**src/rtl/vga_fb_reader_if.sv**
```systemverilog
// Framebuffer read port between vga_fb_reader (master) and a synchronous-read RAM (slave).
interface vga_fb_reader_if #(
  parameter int ADDR_WIDTH = 19,
  parameter int PIX_WIDTH  = 12
) ();

  logic                  mem_re;
  logic [ADDR_WIDTH-1:0] mem_addr;
  logic [PIX_WIDTH-1:0]  mem_rdata;

  modport master (
    output mem_re,
    output mem_addr,
    input  mem_rdata
  );

  modport slave (
    input  mem_re,
    input  mem_addr,
    output mem_rdata
  );

endinterface

```
**src/rtl/vga_fb_reader.sv**
```systemverilog
// vga_fb_reader: fetches one pixel per active cycle from a synchronous-read framebuffer
// (or generates a test pattern) and re-aligns hs/vs/pixel_enable with the fetch latency.
// Line start addresses are accumulated from a stride so no multiplier is needed.
module vga_fb_reader #(
  parameter int H_WIDTH    = 11,
  parameter int V_WIDTH    = 10,
  parameter int ADDR_WIDTH = 19,
  parameter int PIX_WIDTH  = 12,
  parameter int RD_LATENCY = 2
) (
  input  logic                  clk_i,
  input  logic                  arstn_i,
  input  logic                  vga_hs_i,
  input  logic                  vga_vs_i,
  input  logic                  pixel_enable_i,
  input  logic [H_WIDTH-1:0]    hcount_i,
  input  logic [V_WIDTH-1:0]    vcount_i,
  input  logic [ADDR_WIDTH-1:0] base_addr_i,
  input  logic [ADDR_WIDTH-1:0] stride_i,
  input  logic                  pattern_en_i,
  input  logic                  we_i,
  vga_fb_reader_if.master       mem_if,
  output logic                  vga_hs_o,
  output logic                  vga_vs_o,
  output logic                  pixel_valid_o,
  output logic [PIX_WIDTH-1:0]  rgb_o
);

  // Total pipeline depth: address register, RD_LATENCY RAM cycles, output register.
  localparam int LAT = RD_LATENCY + 2;

  // Configuration registers: shadow is written any time, active only follows during vsync.
  logic [ADDR_WIDTH-1:0] shadow_base_q;
  logic [ADDR_WIDTH-1:0] shadow_stride_q;
  logic                  shadow_pat_q;
  logic [ADDR_WIDTH-1:0] active_stride_q;
  logic                  active_pat_q;

  // Address generation (stage 1).
  logic                  pe_prev_q;
  logic [ADDR_WIDTH-1:0] line_base_q;
  logic [ADDR_WIDTH-1:0] line_base_d;
  logic                  mem_re_q;
  logic                  mem_re_d;
  logic [ADDR_WIDTH-1:0] mem_addr_q;
  logic [ADDR_WIDTH-1:0] mem_addr_d;

  // Timing delay lines; bit 0 is stage 1, bit LAT-1 drives the output pins.
  logic [LAT-1:0]        hs_sr_q;
  logic [LAT-1:0]        vs_sr_q;
  logic [LAT-1:0]        pe_sr_q;

  // Pattern select and pattern pixel only need to reach the stage feeding the
  // output register; the output register itself is their final stage.
  logic [LAT-2:0]        sel_sr_q;
  logic [PIX_WIDTH-1:0]  pat_sr_q [LAT-1];
  logic [PIX_WIDTH-1:0]  pat_d;

  logic [PIX_WIDTH-1:0]  rgb_q;
  logic [PIX_WIDTH-1:0]  rgb_d;

  // Upper vcount bits do not contribute to the 4-bit test pattern.
  logic                  unused_vcount;
  assign unused_vcount = ^vcount_i[V_WIDTH-1:4];

  // Shadow config capture on write strobe.
  always_ff @(posedge clk_i or negedge arstn_i) begin
    if (!arstn_i) begin
      shadow_base_q   <= '0;
      shadow_stride_q <= '0;
      shadow_pat_q    <= 1'b0;
    end else if (we_i) begin
      shadow_base_q   <= base_addr_i;
      shadow_stride_q <= stride_i;
      shadow_pat_q    <= pattern_en_i;
    end
  end

  // Active config follows shadow only while vsync is asserted, so a frame never
  // sees a config change. The active base lives in line_base_q, which reloads
  // from the shadow base during vsync.
  always_ff @(posedge clk_i or negedge arstn_i) begin
    if (!arstn_i) begin
      active_stride_q <= '0;
      active_pat_q    <= 1'b0;
    end else if (!vga_vs_i) begin
      active_stride_q <= shadow_stride_q;
      active_pat_q    <= shadow_pat_q;
    end
  end

  // Line base: reload in vsync, step by stride at the end of each active line.
  always_comb begin
    line_base_d = line_base_q;
    if (!vga_vs_i) begin
      line_base_d = shadow_base_q;
    end else if (pe_prev_q && !pixel_enable_i) begin
      line_base_d = line_base_q + active_stride_q;
    end
  end

  // Read request and address; address holds whenever no read is issued.
  always_comb begin
    mem_re_d   = pixel_enable_i & ~active_pat_q;
    mem_addr_d = mem_addr_q;
    if (mem_re_d) begin
      mem_addr_d = line_base_q + ADDR_WIDTH'(hcount_i);
    end
  end

  // Stage-1 address registers and pixel-enable edge history.
  always_ff @(posedge clk_i or negedge arstn_i) begin
    if (!arstn_i) begin
      pe_prev_q   <= 1'b0;
      line_base_q <= '0;
      mem_re_q    <= 1'b0;
      mem_addr_q  <= '0;
    end else begin
      pe_prev_q   <= pixel_enable_i;
      line_base_q <= line_base_d;
      mem_re_q    <= mem_re_d;
      mem_addr_q  <= mem_addr_d;
    end
  end

  // Test pattern: {h[3:0], v[3:0], h^v}, MSBs zero when the pixel is wider than 12 bits.
  always_comb begin
    pat_d        = '0;
    pat_d[11:8]  = hcount_i[3:0];
    pat_d[7:4]   = vcount_i[3:0];
    pat_d[3:0]   = hcount_i[3:0] ^ vcount_i[3:0];
  end

  // Sync and enable delay lines; sync lines reset to their inactive (high) level.
  always_ff @(posedge clk_i or negedge arstn_i) begin
    if (!arstn_i) begin
      hs_sr_q <= '1;
      vs_sr_q <= '1;
      pe_sr_q <= '0;
    end else begin
      hs_sr_q <= {hs_sr_q[LAT-2:0], vga_hs_i};
      vs_sr_q <= {vs_sr_q[LAT-2:0], vga_vs_i};
      pe_sr_q <= {pe_sr_q[LAT-2:0], pixel_enable_i};
    end
  end

  // Pattern select and pattern pixel delay lines, aligned with RAM read data.
  always_ff @(posedge clk_i or negedge arstn_i) begin
    if (!arstn_i) begin
      sel_sr_q <= '0;
      for (int i = 0; i < LAT - 1; i++) begin
        pat_sr_q[i] <= '0;
      end
    end else begin
      sel_sr_q    <= {sel_sr_q[LAT-3:0], active_pat_q};
      pat_sr_q[0] <= pat_d;
      for (int i = 1; i < LAT - 1; i++) begin
        pat_sr_q[i] <= pat_sr_q[i-1];
      end
    end
  end

  // Colour mux: blank outside the display area, else pattern or RAM data.
  always_comb begin
    rgb_d = '0;
    if (pe_sr_q[LAT-2]) begin
      rgb_d = sel_sr_q[LAT-2] ? pat_sr_q[LAT-2] : mem_if.mem_rdata;
    end
  end

  // Output colour register.
  always_ff @(posedge clk_i or negedge arstn_i) begin
    if (!arstn_i) begin
      rgb_q <= '0;
    end else begin
      rgb_q <= rgb_d;
    end
  end

  assign mem_if.mem_re   = mem_re_q;
  assign mem_if.mem_addr = mem_addr_q;
  assign vga_hs_o        = hs_sr_q[LAT-1];
  assign vga_vs_o        = vs_sr_q[LAT-1];
  assign pixel_valid_o   = pe_sr_q[LAT-1];
  assign rgb_o           = rgb_q;

endmodule

```
**src/flat_wrapper.sv**
```systemverilog
// flat-port wrapper written by rule: the top's interface ports become plain ports
module vga_fb_reader_flat 
#(
  parameter int H_WIDTH    = 11,
  parameter int V_WIDTH    = 10,
  parameter int ADDR_WIDTH = 19,
  parameter int PIX_WIDTH  = 12,
  parameter int RD_LATENCY = 2
)
  (clk_i, arstn_i, vga_hs_i, vga_vs_i, pixel_enable_i, hcount_i, vcount_i, base_addr_i, stride_i, pattern_en_i, we_i, vga_hs_o, vga_vs_o, pixel_valid_o, rgb_o, mem_if_mem_re, mem_if_mem_addr, mem_if_mem_rdata);
  vga_fb_reader_if #(.ADDR_WIDTH(ADDR_WIDTH), .PIX_WIDTH(PIX_WIDTH)) mem_if_i ();
  input  logic clk_i;
  input  logic arstn_i;
  input  logic vga_hs_i;
  input  logic vga_vs_i;
  input  logic pixel_enable_i;
  input  logic [H_WIDTH-1:0] hcount_i;
  input  logic [V_WIDTH-1:0] vcount_i;
  input  logic [ADDR_WIDTH-1:0] base_addr_i;
  input  logic [ADDR_WIDTH-1:0] stride_i;
  input  logic pattern_en_i;
  input  logic we_i;
  output logic vga_hs_o;
  output logic vga_vs_o;
  output logic pixel_valid_o;
  output logic [PIX_WIDTH-1:0] rgb_o;
  output wire logic [$bits(mem_if_i.mem_re)-1:0] mem_if_mem_re;
  output wire logic [$bits(mem_if_i.mem_addr)-1:0] mem_if_mem_addr;
  input wire logic [$bits(mem_if_i.mem_rdata)-1:0] mem_if_mem_rdata;
  assign mem_if_mem_re = mem_if_i.mem_re;
  assign mem_if_mem_addr = mem_if_i.mem_addr;
  assign mem_if_i.mem_rdata = mem_if_mem_rdata;
  vga_fb_reader #(.H_WIDTH(H_WIDTH), .V_WIDTH(V_WIDTH), .ADDR_WIDTH(ADDR_WIDTH), .PIX_WIDTH(PIX_WIDTH), .RD_LATENCY(RD_LATENCY)) u_core (.clk_i(clk_i), .arstn_i(arstn_i), .vga_hs_i(vga_hs_i), .vga_vs_i(vga_vs_i), .pixel_enable_i(pixel_enable_i), .hcount_i(hcount_i), .vcount_i(vcount_i), .base_addr_i(base_addr_i), .stride_i(stride_i), .pattern_en_i(pattern_en_i), .we_i(we_i), .mem_if(mem_if_i), .vga_hs_o(vga_hs_o), .vga_vs_o(vga_vs_o), .pixel_valid_o(pixel_valid_o), .rgb_o(rgb_o));
endmodule
```
**config.mk**
```make
export PLATFORM = sky130hd
export DESIGN_NAME = vga_fb_reader_flat
export DESIGN_NICKNAME = d
export VERILOG_FILES = /design/src/rtl/vga_fb_reader_if.sv /design/src/rtl/vga_fb_reader.sv /design/src/flat_wrapper.sv
export SDC_FILE = /design/constraint.sdc
export NUM_CORES = 1
export LEC_CHECK = 0
export ABC_AREA = 0
export CAP_MARGIN = 10
export CORE_ASPECT_RATIO = 0.5
export CORE_MARGIN = 10
export CORE_UTILIZATION = 46
export CTS_CLUSTER_DIAMETER = 40
export CTS_CLUSTER_SIZE = 28
export DETAILED_ROUTE_END_ITERATION = 8
export HOLD_SLACK_MARGIN = 0.15
export MAX_ROUTING_LAYER = met4
export PLACE_DENSITY = 0.81
export SLEW_MARGIN = 0
export SYNTH_ARGS = -nofsm -noshare
export SYNTH_HDL_FRONTEND = slang
export SYNTH_SLANG_ARGS = --single-unit
```
**constraint.sdc**
```tcl
create_clock -name clk_i -period 2.8 [get_ports clk_i]
set_input_delay 0.84 -clock clk_i [delete_from_list [all_inputs] [get_ports clk_i]]
set_output_delay 0.84 -clock clk_i [all_outputs]
set_load 0.02 [all_outputs]
```
== Word-level counts from Yosys, hierarchy flattened ==
Index checks and enable logic that the tools add are counted.
W data, S select, Z words.

* Bits in registers: 162
* Input bits: 78
* Output and inout bits: 35
* Logic and storage cells: 29

* $add $sub $neg: 2
* Equality and inequality tests: 1
* Muxes and demuxes: 4
* Bitwise logic cells: 3
* Reduce and logical (&&, ||, !) cells: 2

{| class="wikitable"
|+ Operators by type and width
! cell !! count
|-
| $mux W19 || 2
|-
| $mux W12 || 2
|-
| $add A19 B11 Y19 || 1
|-
| $add A19 B19 Y19 || 1
|-
| $xor A4 B4 Y4 || 1
|-
| $ne A2 B1 Y1 const B || 1
|-
| $and A1 B1 Y1 || 1
|-
| $logic_and A1 B1 Y1 || 1
|-
| $logic_not A1 Y1 || 1
|-
| $not A1 Y1 || 1
|}

== Logic depth before layout (Yosys ltp) ==
Gate-level depths: netlist (run 1).

* Depth after elaboration: 4
* Depth in mapped cells: 10
* Gate-level depth less buffers: 10

== Worst setup path after synthesis (run 1) ==
Ideal clock, no wire load.

* Kind: input to register
* Start point: in hcount_i[0]
* End point: reg u_core.mem_addr_q[18] (netlist: u_core.mem_if.mem_addr[18])
* Setup time: 0.131 ns
* Arrival time: 2.499 ns
* Data required time: 2.669 ns
* Path slack: 0.170 ns
* Stages: 10
* Buffers on the path: 0
* Cells stage by stage: ha_1 inv_1 fa_1 nor2b_4 o21ai_2 a21boi_4 o311ai_4 a2111oi_4 xnor2_1 o21ai_1

* Longest elaborated chain between the ends: 1

{| class="wikitable"
|+ RTL lines
! item !! RTL line !! source
|-
| start: declaration || flat_wrapper.sv:17 || <nowiki>input logic [H_WIDTH-1:0] hcount_i;</nowiki>
|-
| $add A19 B11 Y19 || vga_fb_reader.sv:107 || <nowiki>mem_addr_d = line_base_q + ADDR_WIDTH'(hcount_i);</nowiki>
|-
| end signal: assignment || vga_fb_reader.sv:122 || <nowiki>mem_addr_q <= mem_addr_d;</nowiki>
|-
| end: declaration || vga_fb_reader.sv:45 || <nowiki>logic [ADDR_WIDTH-1:0] mem_addr_q;</nowiki>
|}

Every way passes these cells.
A chain may end at the register's enable or synchronous reset.

== Worst setup path after layout (run 1) ==
* Start point: in hcount_i[1]
* End point: reg u_core.mem_addr_q[17] (netlist: u_core.mem_if.mem_addr[17])

Same word-level chain as after synthesis.

==> results of run 1 <==
[cell usage in the layout (no fill, tap or decap), drive strengths merged, types with 9 or more instances in the layout]
cell type	synthesis	routed
clkbuf	19	18
mux2	60	60
nor2b	17	17
a31oi	9	9
xnor2	16	16
ha	29	29
dfrtp	153	153
buf	4	33
nand2	46	46
inv	15	24
xor2	17	17
o21ai	36	36
mux2i	13	13
nor2	28	28
a21oi	34	34
clkdlybuf4s50	0	102
[worst paths after layout]
path,start,end,slack [ns],cells after the start
setup / recovery,hcount_i[1],u_core.mem_if.mem_addr[17],0.16,10
hold / removal,u_core.pat_sr_q[35],u_core.pat_sr_q[23],0.35,0
setup reg to reg,u_core.line_base_q[0],u_core.line_base_q[12],0.34,10
hold reg to reg,u_core.pat_sr_q[35],u_core.pat_sr_q[23],0.35,0
max in group asynchronous,arstn_i,u_core.active_stride_q[18],1.61,2
min in group asynchronous,arstn_i,u_core.shadow_base_q[17],0.40,1
[cells by family after synthesis]
| family | share of synthesized area (%) |
|---|---|
| buffers and inverters | 2.00 |
| AND/OR/NAND/NOR | 8.81 |
| flip-flops | 56.7 |
| AO/OA/AOI/OAI | 11.5 |
| multiplexers | 11.3 |
| adder cells (fa/ha/maj) | 5.65 |
| XOR/XNOR | 4.05 |
[through the flow]
stage / cells / utilization (%) / area, sq um / total power (uW)
5_1_grt: 935 / 60.2 / 9200 / 7740
2_1_floorplan: 586 / - / 7130 / 4200
3_3_place_gp: 902 / 56.2 / 8590 / 4930
4_1_cts: 934 / 60.1 / 9190 / 7400
3_5_place_dp: 902 / 56.2 / 8590 / 5020
6_report: 935 / 60.2 / 9200 / 7360
[state kept, by name (all words and copies together), names as in the netlist]
register                flops
u_core.active_pat_q         1
u_core.sel_sr_q             3
u_core.active_stride_q     19
u_core.line_base_q         19
u_core.shadow_pat_q         1
u_core.vs_sr_q              4
u_core.hs_sr_q              4
u_core.shadow_stride_q     19
u_core.rgb_o               12
u_core.shadow_base_q       19
u_core.mem_if.mem_re        1
u_core.pe_sr_q              4
u_core.pat_sr_q            36
u_core.mem_if.mem_addr     19
[layer usage]
metal  global-route usage, %  wire (um)  vias to the layer above
li1                        -          -                     2326
met1                    19.5       7400                     2430
met2                    25.8       7880                      110
met3                    3.49        600                       15
met4                    4.50        208                        0
met5                       -          0                        -
[final cells by class]
cell class	instances	share of cell area (%)
clock buffers	18	4.66
clock inverters	14	1.82
inverters	15	0.612
multi-input cells	387	32.1
flip-flops and latches	161	43.9
well taps	204	2.77
repair buffers	136	14.2
[report_power, final]
group / leakage [uW] / total, uW / internal [uW] / switching (uW)
sequential: 0.00190 / 2920 / 2660 / 253
clock: 0.000298 / 2360 / 1350 / 1000
combinational: 0.00184 / 2090 / 1000 / 1080
[synth_stat cells (all sizes together), types with 5 or more instances]
cell type  instances  area, sq um
dfrtp            153         3830
mux2              60          676
nand2             46          173
o21ai             36          184
a21oi             34          170
ha                29          363
nor2              28          108
clkbuf            19         71.3
nor2b             17          121
xor2              17          149
xnor2             16          140
inv               15         56.3
mux2i             13          130
a31oi              9         56.3
a21o               8         60.1
dfstp              8          210
nor3               8         40.0
a211oi             7         52.6
and3               5         31.3
nand2b             5         31.3
nand3              5         25.0
[repair_timing]
item	CTS	global route
gates resized for setup	1	2
buffers inserted	0	1
pin swaps	0	5
endpoints found under the setup margin	1	4
[critical path: stages]
cell and delay (ns):
clkdlybuf4s50_1 0.42, buf_4 0.16, ha_1 0.27, a21o_1 0.10, a21oi_1 0.07, o21ai_1 0.28
a41oi_2 0.23, nor3_1 0.32, xnor2_1 0.16, o21ai_0 0.09
==> results.yml, run 1 <==
placed_design:
  place_congestion: 0.923
  portBuffers: 106
  dp_hpwl_mm: 11.8
  place_ws_ns: -0.436
yosys:
  syn_nets: 695
  seq_area_frac_synth_pct: 56.7
  netlist_area_sq_um: 7130
  postSynthAreaPerCell_sq_um: 12.2
  synth_edf_count: 0
  synthCells: 586
  synth_flop_cell: "dfrtp_1"
  ys_async_sr_fraction_pct: 100
  ys_warn_count: 0
  synth_seq_cells: 161
  synth_cell_type_count: 51
layout:
  final_nets: 827
  regArea_sq_um: 4040
  syn2layout_area_growth_pct: 29.1
  multiInputGateArea_sq_um: 2950
  drive_gt1_share_pct: 20.4
  fillerInstances: 1183
  n_antenna_cell: 0
run_status:
  status: "completed"
clocking:
  cts_tree: "yes"
  cts_root_buffer: "clkbuf_16"
  clock_latency_ns: 0.42
  clk_pin_slew_ns: 0.07
  cts_buffers: 17
  htreeDepth: 4
  clockBufferDepth: 2
  clock-sinks: 161
  cts_hold_buf: 0
timing:
  max_slew_margin_pct: 57.0
  rsz0062_at_grt: "false"
  setup_violations: 0
  layout_min_cycle_time_ns: 2.64
  slew_viol_final: 0
  skew_ns: 0.0104
  finalCritPeriodShare_pct: 94.2
  fmax_ghz: 0.379
  worst_pin_slew_ns: 0.644
  hold_viol: 0
  timing.hold.ws_ns: 0.349
  setup_ws_ns: 0.164
  setup-tns-final_ns: 0
routing:
  drt-initial-drc-count: 269
  vias: 4881
  drcViolationCount: 0
  wl_per_cell_um: 17.2
  antenna_left: 0
  drt-pass1-iter-count: 4
  drt-total-wl_mm: 16.1
  via_per_inst: 5.22
floorplan:
  rows: 32
  fp.dieH_um: 108
  pin_count: 113
  dieArea_sq_um: 21200
  core_area_sq_um: 15300
  die-width_um: 196
  initial_core_util_pct: 46.6
job:
  drv_cap: 0
grt:
  grt_max_degree: 64
  grt_pass1_wl_mm: 26.2
  grt_pass1_vias: 5070
  antenna_found_initial: 0
  grt_usage_pct: 15.8
  gr-total-overflow: 0
power_and_ir_drop:
  p_leak_uw: 0.00403
  power_density_nw_per_um2: 800
  vdd_drop_max_mv: 0.497
critical_path:
  critPathMaxFanout: 4
  worstPathArrival_ns: 2.93
  cp-start-kind: "primary input"
  crit_type: "primary input to flip-flop"
  required_ns: 3.10
  critPathCaptureType: "flip-flop"
min_path:
  hold_path.class: "flip-flop to flip-flop"
Note: power is estimated with default switching activity, not from simulation.
==> run 2: changes to the inputs <==
--- a/config.mk
+++ b/config.mk
@@ -6,7 +6,7 @@
 export NUM_CORES = 1
 export LEC_CHECK = 0
 export ABC_AREA = 0
-export CAP_MARGIN = 10
+export CAP_MARGIN = 5
 export CORE_ASPECT_RATIO = 0.5
 export CORE_MARGIN = 10
 export CORE_UTILIZATION = 46
==> results of run 2 <==
The final DEF is identical to that of run 1; final timing and power are the same.
==> run 3: changes to the inputs <==
--- a/config.mk
+++ b/config.mk
@@ -8,7 +8,6 @@
 export ABC_AREA = 0
 export CAP_MARGIN = 5
 export CORE_ASPECT_RATIO = 0.5
-export CORE_MARGIN = 10
 export CORE_UTILIZATION = 46
 export CTS_CLUSTER_DIAMETER = 40
 export CTS_CLUSTER_SIZE = 28
==> results.yml, run 3 (same netlist as run 1, synthesis figures left out) <==
layout:
  n_antenna_cell: 0
  finish.utilization_pct: 62.2
  final_cell_mix: "dfrtp_1, clkdlybuf4s50_1, mux2_2"
  final_common_cell: "dfrtp_1"
  drive_gt1_share_pct: 20.5
  fillerInstances: 1125
  top_register: "u_core.pat_sr_q"
  syn2layout_area_growth_pct: 29.0
  final_nets: 827
  fin_cells: 929
  largest_reg_flops: 36
timing:
  layout_min_cycle_time_ns: 2.70
  timing.hold.ws_ns: 0.347
  setup_violations: 0
  hold_viol: 0
  fmax_ghz: 0.371
  setup-tns-final_ns: 0
  finalCritPeriodShare_pct: 96.4
  slew_viol_final: 0
  max_slew_margin_pct: 55.3
  skew_ns: 0.0122
  worst_pin_slew_ns: 0.665
  setup_ws_ns: 0.102
  rsz0062_at_grt: "false"
critical_path:
  cp-startpoint: "hcount_i[1]"
  slowest_stage: "clkdlybuf4s50_1"
  crit_type: "primary input to flip-flop"
  critPathCaptureType: "flip-flop"
  crit_chain: "clkdlybuf4s50_1 -> inv_1 -> fa_2 -> nor2b_4 -> o21ai_2 -> a21boi_4 -> o311ai_4 -> a2111oi_4 -> xnor2_1 -> o21ai_1"
  critPathTopFamily: "compound AO/OA/AOI/OAI gates"
  required_ns: 3.11
  critPathMaxFanout: 5
  crit_buf_inv: 2
  worstPathArrival_ns: 3.01
  cp-start-kind: "primary input"
  cpPeakStageDelay_ns: 0.49
  r2r-start: "u_core.line_base_q[0]"
routing:
  drt-total-wl_mm: 14.9
  drt-initial-drc-count: 261
  vias: 4853
  drt-pass1-iter-count: 5
  drcViolationCount: 0
  wl_per_cell_um: 16.0
  antenna_left: 0
  via_per_inst: 5.22
grt:
  grt_pass1_wl_mm: 25.0
  grt_usage_pct: 20.7
  grt_max_degree: 58
  busiest_layer: "met2"
  use_met1_pct: 27.9
  grtUsageMet3_pct: 4.27
  gr-total-overflow: 0
  antenna_found_initial: 0
  grt_use_met2_pct: 30.8
  grt_pass1_vias: 5004
clocking:
  clock-sinks: 161
  clk_pin_slew_ns: 0.07
  clockBufferDepth: 2
  clock_latency_ns: 0.42
  htreeDepth: 4
  cts_root_buffer: "clkbuf_16"
  cts_hold_buf: 0
  cts_tree: "yes"
  cts_buffers: 17
floorplan:
  fp.dieH_um: 90.0
  core_area_sq_um: 14800
  pin_count: 113
  initial_core_util_pct: 48.2
  rows: 31
  die-width_um: 178
  dieArea_sq_um: 16000
power_and_ir_drop:
  power_frac_clock_pct: 30.9
  p_leak_uw: 0.00401
  comb_power_share_pct: 29.2
  vdd_drop_max_mv: 0.490
  intPower_uw: 4870
  p_sw_uw: 2400
  power_density_nw_per_um2: 792
  sw_frac_of_total_pct: 33.0
  seqPwrFrac_pct: 40.0
placed_design:
  dp.cells: 896
  portBuffers: 106
  place_ws_ns: -0.472
  place_congestion: 0.892
  dp_hpwl_mm: 10.8
min_path:
  worstHoldStart: "u_core.pat_sr_q[19]"
  hold_path.class: "flip-flop to flip-flop"
run_status:
  status: "completed"
job:
  drv_cap: 0
## run 3: cell types whose count changed in the layout (fill, tap and decap cells not counted), sizes merged
cell / previous run / this run
bufinv: 2 / 0
clkbuf: 18 / 17
clkinv: 3 / 5
clkinvlp: 0 / 1
dlygate4sd2: 0 / 1
dlymetal6s2s: 1 / 0
## run 3: power groups by stage
stage	clock network (uW)	registers, uW	logic [uW]
finish	2250	2910	2120
global route	2410	2950	2320
CTS	2300	2910	2120
detailed placement	0	2950	2080
global placement	0	2930	2040
floorplan	0	3030	1170
## run 3: final timing paths
kind	endpoint	slack [ns]	cells after the start
min in group asynchronous	u_core.shadow_stride_q[3]	0.37	1
max in group asynchronous	u_core.vs_sr_q[2]	1.71	2
min	u_core.pat_sr_q[7]	0.35	0
max	u_core.mem_if.mem_addr[18]	0.10	10
max reg2reg	u_core.mem_if.mem_addr[18]	0.38	10
min reg2reg	u_core.pat_sr_q[7]	0.35	0
## run 3: repair_timing
item,4_1_cts,5_1_grt
endpoints found under the setup margin,3,0
setup buffers,1,0
resized for setup,3,0
## run 3: worst register-to-register path: stages, from the launching register on
cell       delay [ns]
dfrtp_1          0.39
ha_2             0.20
inv_1            0.06
fa_2             0.42
nor2b_4          0.12
o21ai_2          0.09
a21boi_4         0.17
o311ai_4         0.17
a2111oi_4        0.42
xnor2_1          0.19
o21ai_1          0.08
## run 3: cell type report
type	instances	area (sq um)	area share, %
multi-input combinational	387	2950	32.1
timing repair buffer	136	1310	14.3
inverter	15	56.3	0.612
sequential	161	4040	43.9
clock inverter	15	159	1.73
clock buffer	17	425	4.63
tap	198	248	2.69
## run 3: stage by stage
step / power, uW / instance area [sq um]
final: 7280 / 9190
after global routing: 7690 / 9190
after CTS: 7330 / 9190
after detailed placement: 5030 / 8600
after global placement: 4970 / 8600
after floorplan: 4200 / 7130
## run 3: layer usage
| metal | up-vias | wire length [um] |
|---|---|---|
| li1 | 2339 | - |
| met1 | 2360 | 6980 |
| met2 | 127 | 6880 |
| met3 | 27 | 710 |
| met4 | 0 | 286 |
| met5 | - | 0 |
